**src/rtl/status_stack_if.sv**
```systemverilog
// Handshake bundle between the ALU/sequencer and the flag stack.
interface status_stack_if #(
    parameter int FLAGS = 4,
    parameter int DEPTH = 4
);
    localparam int DW = $clog2(DEPTH + 1);

    logic             notLoad;
    logic [FLAGS-1:0] loadMask;
    logic [FLAGS-1:0] flagsIn;
    logic             push;
    logic             pop;
    logic [FLAGS-1:0] flagsOut;
    logic [DW-1:0]    depthOut;
    logic             full;
    logic             empty;
    logic             error;

    modport master (
        output notLoad, loadMask, flagsIn, push, pop,
        input  flagsOut, depthOut, full, empty, error
    );

    modport slave (
        input  notLoad, loadMask, flagsIn, push, pop,
        output flagsOut, depthOut, full, empty, error
    );
endinterface

```
**src/rtl/status_stack.sv**
```systemverilog
// Live status-flag register with a LIFO save stack for interrupt/call entry
// and return; sticky error on overflow or underflow.
module status_stack #(
    parameter int FLAGS = 4,
    parameter int DEPTH = 4
) (
    input logic          clock,
    input logic          reset,
    status_stack_if.slave bus
);
    localparam int DW = $clog2(DEPTH + 1);
    localparam int AW = (DEPTH > 1) ? $clog2(DEPTH) : 1;

    logic [FLAGS-1:0] flags_q, flags_d;
    logic [DW-1:0]    depth_q, depth_d;
    logic             error_q, error_d;
    logic [FLAGS-1:0] stack_q [DEPTH];

    logic             full, empty;
    logic             do_push, do_pop, ovf, unf;
    logic [DW-1:0]    top;
    logic [FLAGS-1:0] loaded;

    assign full    = (depth_q == DW'(DEPTH));
    assign empty   = (depth_q == '0);
    assign do_push = bus.push & ~bus.pop & ~full;
    assign do_pop  = bus.pop & ~bus.push & ~empty;
    assign ovf     = bus.push & ~bus.pop & full;
    assign unf     = bus.pop & ~bus.push & empty;
    assign top     = depth_q - DW'(1);
    assign loaded  = (flags_q & ~bus.loadMask) | (bus.flagsIn & bus.loadMask);

    always_comb begin
        flags_d = flags_q;
        depth_d = depth_q;
        error_d = error_q | ovf | unf;
        if (do_pop) begin
            flags_d = stack_q[top[AW-1:0]];
            depth_d = top;
        end else begin
            if (!bus.notLoad) flags_d = loaded;
            if (do_push) depth_d = depth_q + DW'(1);
        end
    end

    always_ff @(posedge clock) begin
        if (reset) begin
            flags_q <= '0;
            depth_q <= '0;
            error_q <= 1'b0;
        end else begin
            flags_q <= flags_d;
            depth_q <= depth_d;
            error_q <= error_d;
        end
    end

    // Slot storage is never reset; depth_q alone decides what is valid.
    always_ff @(posedge clock) begin
        if (!reset && do_push) stack_q[depth_q[AW-1:0]] <= flags_q;
    end

    assign bus.flagsOut = flags_q;
    assign bus.depthOut = depth_q;
    assign bus.full     = full;
    assign bus.empty    = empty;
    assign bus.error    = error_q;
endmodule

```
**src/flat_wrapper.sv**
```systemverilog
// flat-port wrapper written by rule: the top's interface ports become plain ports
module status_stack_flat 
#(
    parameter int FLAGS = 4,
    parameter int DEPTH = 4
)
  (clock, reset, bus_notLoad, bus_loadMask, bus_flagsIn, bus_push, bus_pop, bus_flagsOut, bus_depthOut, bus_full, bus_empty, bus_error);
  status_stack_if #(.FLAGS(FLAGS), .DEPTH(DEPTH)) bus_i ();
  input logic clock;
  input logic reset;
  input wire logic [$bits(bus_i.notLoad)-1:0] bus_notLoad;
  input wire logic [$bits(bus_i.loadMask)-1:0] bus_loadMask;
  input wire logic [$bits(bus_i.flagsIn)-1:0] bus_flagsIn;
  input wire logic [$bits(bus_i.push)-1:0] bus_push;
  input wire logic [$bits(bus_i.pop)-1:0] bus_pop;
  output wire logic [$bits(bus_i.flagsOut)-1:0] bus_flagsOut;
  output wire logic [$bits(bus_i.depthOut)-1:0] bus_depthOut;
  output wire logic [$bits(bus_i.full)-1:0] bus_full;
  output wire logic [$bits(bus_i.empty)-1:0] bus_empty;
  output wire logic [$bits(bus_i.error)-1:0] bus_error;
  assign bus_i.notLoad = bus_notLoad;
  assign bus_i.loadMask = bus_loadMask;
  assign bus_i.flagsIn = bus_flagsIn;
  assign bus_i.push = bus_push;
  assign bus_i.pop = bus_pop;
  assign bus_flagsOut = bus_i.flagsOut;
  assign bus_depthOut = bus_i.depthOut;
  assign bus_full = bus_i.full;
  assign bus_empty = bus_i.empty;
  assign bus_error = bus_i.error;
  status_stack #(.FLAGS(FLAGS), .DEPTH(DEPTH)) u_core (.clock(clock), .reset(reset), .bus(bus_i));
endmodule
```
**config.mk**
```make
export PLATFORM = sky130hd
export DESIGN_NAME = status_stack_flat
export DESIGN_NICKNAME = d
export VERILOG_FILES = /design/src/rtl/status_stack_if.sv /design/src/rtl/status_stack.sv /design/src/flat_wrapper.sv
export SDC_FILE = /design/constraint.sdc
export NUM_CORES = 1
export LEC_CHECK = 0
export BUFFER_PORTS_ARGS = -buffer_cell sky130_fd_sc_hd__buf_2
export CELL_PAD_IN_SITES_DETAIL_PLACEMENT = 1
export CELL_PAD_IN_SITES_GLOBAL_PLACEMENT = 2
export CORE_AREA = 2 2 58 60
export DETAILED_ROUTE_END_ITERATION = 12
export DIE_AREA = 0 0 60 62
export GPL_ROUTABILITY_DRIVEN = 0
export GPL_TIMING_DRIVEN = 1
export PLACE_DENSITY = 0.85
export SYNTH_ARGS = -nofsm -noshare
export SYNTH_HDL_FRONTEND = slang
export SYNTH_SLANG_ARGS = --single-unit
export TNS_END_PERCENT = 30
```
**constraint.sdc**
```tcl
create_clock -name clock -period 3.3 [get_ports clock]
set_input_delay 0 -clock clock [delete_from_list [all_inputs] [get_ports clock]]
set_output_delay 0 -clock clock [all_outputs]
set_load 0.01 [all_outputs]
```
# Word-level counts from Yosys, hierarchy flattened
# Memories as Yosys holds them, arrays and structs flattened.
# Cells that the tools add are included.
# totals
regBits,8
ramBits,16
input_bits,13
output_inout_bits,10
memories,1
# mem_list
name,words,word_bits,read_ports,rd_ports_with_merged_regs,write_ports,line,text
u_core.stack_q,4,4,1,0,1,status_stack.sv:17,logic [FLAGS-1:0] stack_q [DEPTH];
# op_classes
add_sub_neg,2
n_eq_ne,2
muxes,6
bitwise_logic,16
n_reduce_logical,4
# ops
operator,count
AND 4 bit,2
two-way mux 4 bit,2
AND 1 bit,6
two-way mux 3 bit,2
inverter 1 bit,4
inverter 4 bit,1
bitwise OR 4 bit,1
adder 3 x 1 -> 3 bit (second input constant),1
equality test 3 bit (second input constant),1
logical NOT 3 bit,1
subtractor 3 x 1 -> 3 bit (second input constant),1
two-way mux 1 bit,2
!= test 2 x 1 -> 1 bit (second input constant),1
bitwise OR 1 bit,2
nonzero test 2 bit,1
logical AND 1 bit,1
logical NOT 1 bit,1

# Longest topological paths before layout
# depth
depth_word,6
ltp_mapped,9
depth_no_buf,7

# Worst setup path before layout
# No wires, ideal clock.
# synth_timing
kind,flip-flop to flip-flop
start,"reg u_core.depth_q[0], in the netlist u_core.bus.depthOut[0]"
end,"reg u_core.depth_q[1], in the netlist u_core.bus.depthOut[1]"
setup_ns,0.067
arrival_ns,1.837
slack_ns,1.396
path_stages_with_launch,10
n_path_buf,2
cell_sequence,dfxtp_1 buf_4 inv_1 ha_1 ha_1 or3b_1 buf_6 nor2_4 a31oi_1 a21oi_2
# synth_between
elab_chain_cells,4
elab_cells_between_ends,11
cone_classes,2 x add/sub; 1 x eq/ne; 2 x mux; 4 x bitwise; 2 x reduce/logical
# synth_rtl
item,line,text
"start, declared",status_stack.sv:15,"logic [DW-1:0] depth_q, depth_d;"
"start signal, assigned",status_stack.sv:53,depth_q <= depth_d;
logical NOT 3 bit (*),status_stack.sv:25,assign empty = (depth_q == '0);
named net bus_empty,flat_wrapper.sv:19,output wire logic [$bits(bus_i.empty)-1:0] bus_empty;
inverter 1 bit (*),status_stack.sv:27,assign do_pop = bus.pop & ~bus.push & ~empty;
AND 1 bit (*),status_stack.sv:27,
two-way mux 3 bit or nonzero test 2 bit (tied branches),-,
# Mark *: on every way through the listed nets, which the timed path passes. The rest lies on a longest branch. The select of a mux whose other input is x is not followed.
# A chain may end at the register's enable or synchronous reset.

# Final worst setup path
# layout_timing
start,"reg u_core.depth_q[0], in the netlist u_core.bus.depthOut[0]"
end,"reg u_core.depth_q[1], in the netlist u_core.bus.depthOut[1]"
# layout_between
elab_chain_cells,4
elab_cells_between_ends,11
cone_classes,2 x add/sub; 1 x eq/ne; 2 x mux; 4 x bitwise; 2 x reduce/logical
# layout_rtl
item
branches (longest 4 deep; another with adder 3 x 1 -> 3 bit)
# Parallel ways; which one is timed is not known. The select of a mux whose other input is x is not followed.

==> results.md <==
* Clock root cell: clkbuf_4
* Vias in the first global route at 816
* Post-layout min period at 2180 ps
* Fillers at 342
* Starting DRT DRC Count at 6
* Pins Over Slew Limit at 0
* Busiest layer in global routing: met2
* Finished Layout Cells at 151
* Crit-path slowest cell: dfxtp_1
* Arrival @ worst endpoint at 2430 ps
* H-tree depth at 1
* Rel. slew slack at 0.688
* CTS sink count at 24
* Synthesized flop and latch total at 24
* VDD IR max at 0.178 mV
* Via count at 711
* Initial antenna violation count at 0
* Row cnt at 21
* Latest clock arrival within the worst-skew pair at 300 ps
* TritonCTS Buffers at 3
* Critical path's top delay family: simple AND/OR/NAND/NOR gates
* Global-route usage over all layers at 0.139
* DRC violations left at 0
* Crit path capture type: register
* Die W at 60 microns
* Hold violation count in the final report at 0
* Sequential-to-total area share from yosys stat at 0.573
* CP Launch Type: register
* Syn Inst Count at 83
* Chip height at 62 microns
* Post-DRT Antenna Nets at 0
* Antenna Cells at 0
* Maximum achievable frequency at 458 MHz
* Area of the mapped netlist at 0.00112 sq mm
* I/O pin count at 23
* Status: finished clean
* Critical path peak fanout at 9
* Top cell by count, worst path: ha_1
* Global route total overflow at 0
* GR Layer Usage met1 at 0.151
* Setup repair bufs after CTS at 0
* Pre-antenna DRT Iters at 2
* Post-synthesis cell type count at 25
* Die Area at 0.00372 sq mm
* Least-Margin Pin Slew at 467 ps
* Hpwl dp at 1780 microns
* Crit-path cells: inv_1, ha_1, ha_1, or3b_1, nor2_4, a31oi_1, a21oi_2
* WP data required at 3550 ps
* Grt met2 use at 0.270
* Final nets at 126
* TNS Setup at 0 ps
* Setup Skew at 1.80 ps
* Global-route met3 utilization at 0.0207
* Layout area overhead at 15.5%
* Post-Place Cells at 147
* First-pass GRT wire length at 3670 microns
* WL final at 2230 microns
* Synth Net Count at 102
* CTS tree: built
* Core area at 0.00318 sq mm
* Starting density of the core at 0.351
* RSZ-0062 raised after global routing: no
* Fin crit share at 0.661
* Avg Cell Area, Syn at 13.5 sq um
* Clock Pin Slew Worst Setup and Hold Paths at 120 ps
* CP bufs+invs at 1
* Static Leak at 0.492 nW
* Largest net degree at the start of global routing at 13
* Routed len/inst at 14.7 microns
* Critical path class: register to register
* Layout cells sized above 1 at 0.314
* CTS Buffer Depth at 2
* Pwr Density at 496 mW/mm^2
* Yosys warning total at 0
* Worst min path class: input port to register
* Port Buffers at 22
* Post-DR vias/cell at 4.71
* Finish-stage setup viols at 0
* CP max stage delay at 600 ps
* Max-cap violations at 0
-- final cells by class --
cell class | count | area [sq um] | area share
Multi-Input combinational cell | 51 | 434 | 0.337
Timing Repair Buffer | 23 | 120 | 0.0931
Clock buffer | 3 | 22.5 | 0.0175
Sequential cell | 24 | 641 | 0.497
Tap cell | 46 | 57.6 | 0.0446
Inverter | 4 | 15.0 | 0.0116
-- path summary, 6_finish.rpt --
path	slack, ps	start	cells past startpoint	to
min	50	bus_flagsIn[3]	3	register
max reg2reg	1120	u_core.bus.depthOut[0]	7	u_core.bus.depthOut[1]
max	1120	u_core.bus.depthOut[0]	7	u_core.bus.depthOut[1]
min reg2reg	510	u_core.bus.error	2	u_core.bus.error
-- layout by cell type, fill, tap and decap left out, drive strengths merged --
cell	synthesis	final
mux2i	4	4
inv	4	4
dfxtp	8	8
nor3b	1	1
buf	2	22
a21oi	2	2
edfxtp	16	16
or3b	1	1
mux4	4	4
clkbuf	2	3
dlygate4sd3	0	1
xnor2	1	1
a31oi	2	2
a211oi	4	4
nor2	8	8
nand3	2	2
and2	4	4
and2b	2	2
nor2b	4	4
ha	6	6
a221oi	2	2
nand2	4	4
-- per-layer routing --
metal,up-vias,wire length [microns]
li1,350,-
met1,340,917
met2,21,1200
met3,0,106
met4,0,0
met5,-,0
-- what timing repair did --
action / 4_1_cts / 5_1_grt
hold buffers: 1 / 0
endpoints found under the hold margin: 1 / 0
resized for setup: 0 / 0
-- report_power, final --
part	internal (W)	switching (W)
Sequential	0.000343	0.0000232
Clock	0.0000425	0.0000807
Combinational	0.0000710	0.0000787
-- logic make-up after synthesis --
| logic type | after synthesis | synth area share |
|---|---|---|
| adder cells (fa/ha/maj) | 6 | 0.0672 |
| AND/OR/NAND/NOR | 26 | 0.131 |
| flip-flops | 24 | 0.573 |
| multiplexers | 8 | 0.116 |
| AO/OA/AOI/OAI | 10 | 0.0661 |
| XOR/XNOR | 1 | 0.00784 |
| buffers and inverters | 8 | 0.0381 |
-- worst min-delay path, delay by kind of cell --
family                 cells  cell delay [ps]
AOI/OAI and AO/OA          1               90
buffers and inverters      1               90
muxes                      1              130
-- Yosys cell counts (all sizes together) --
library cell	number	area [sq um]
xnor2	1	8.76
dfxtp	8	160
edfxtp	16	480
nand2	4	15.0
a221oi	2	17.5
mux4	4	90.1
ha	6	75.1
nor2	8	37.5
mux2i	4	40.0
a21oi	2	13.8
clkbuf	2	8.75
nor2b	4	25.0
nor3b	1	7.51
inv	4	15.0
nand3	2	10.0
and2b	2	17.5
a31oi	2	12.5
or3b	1	8.76
and2	4	25.0
buf	2	18.8
a211oi	4	30.0
-- stage by stage --
step	hold WS, ps	setup WS (ps)	utilization	instance area [sq um]	total power (W)
floorplan	240	1400	-	1120	0.000477
global placement	317	1220	0.396	1260	0.000518
detailed placement	323	1100	0.396	1260	0.000527
CTS	43.1	1080	0.406	1290	0.000651
global route	53.1	910	0.406	1290	0.000684
finish	48.3	1120	0.406	1290	0.000639
Note: power is estimated with default switching activity, not from simulation.
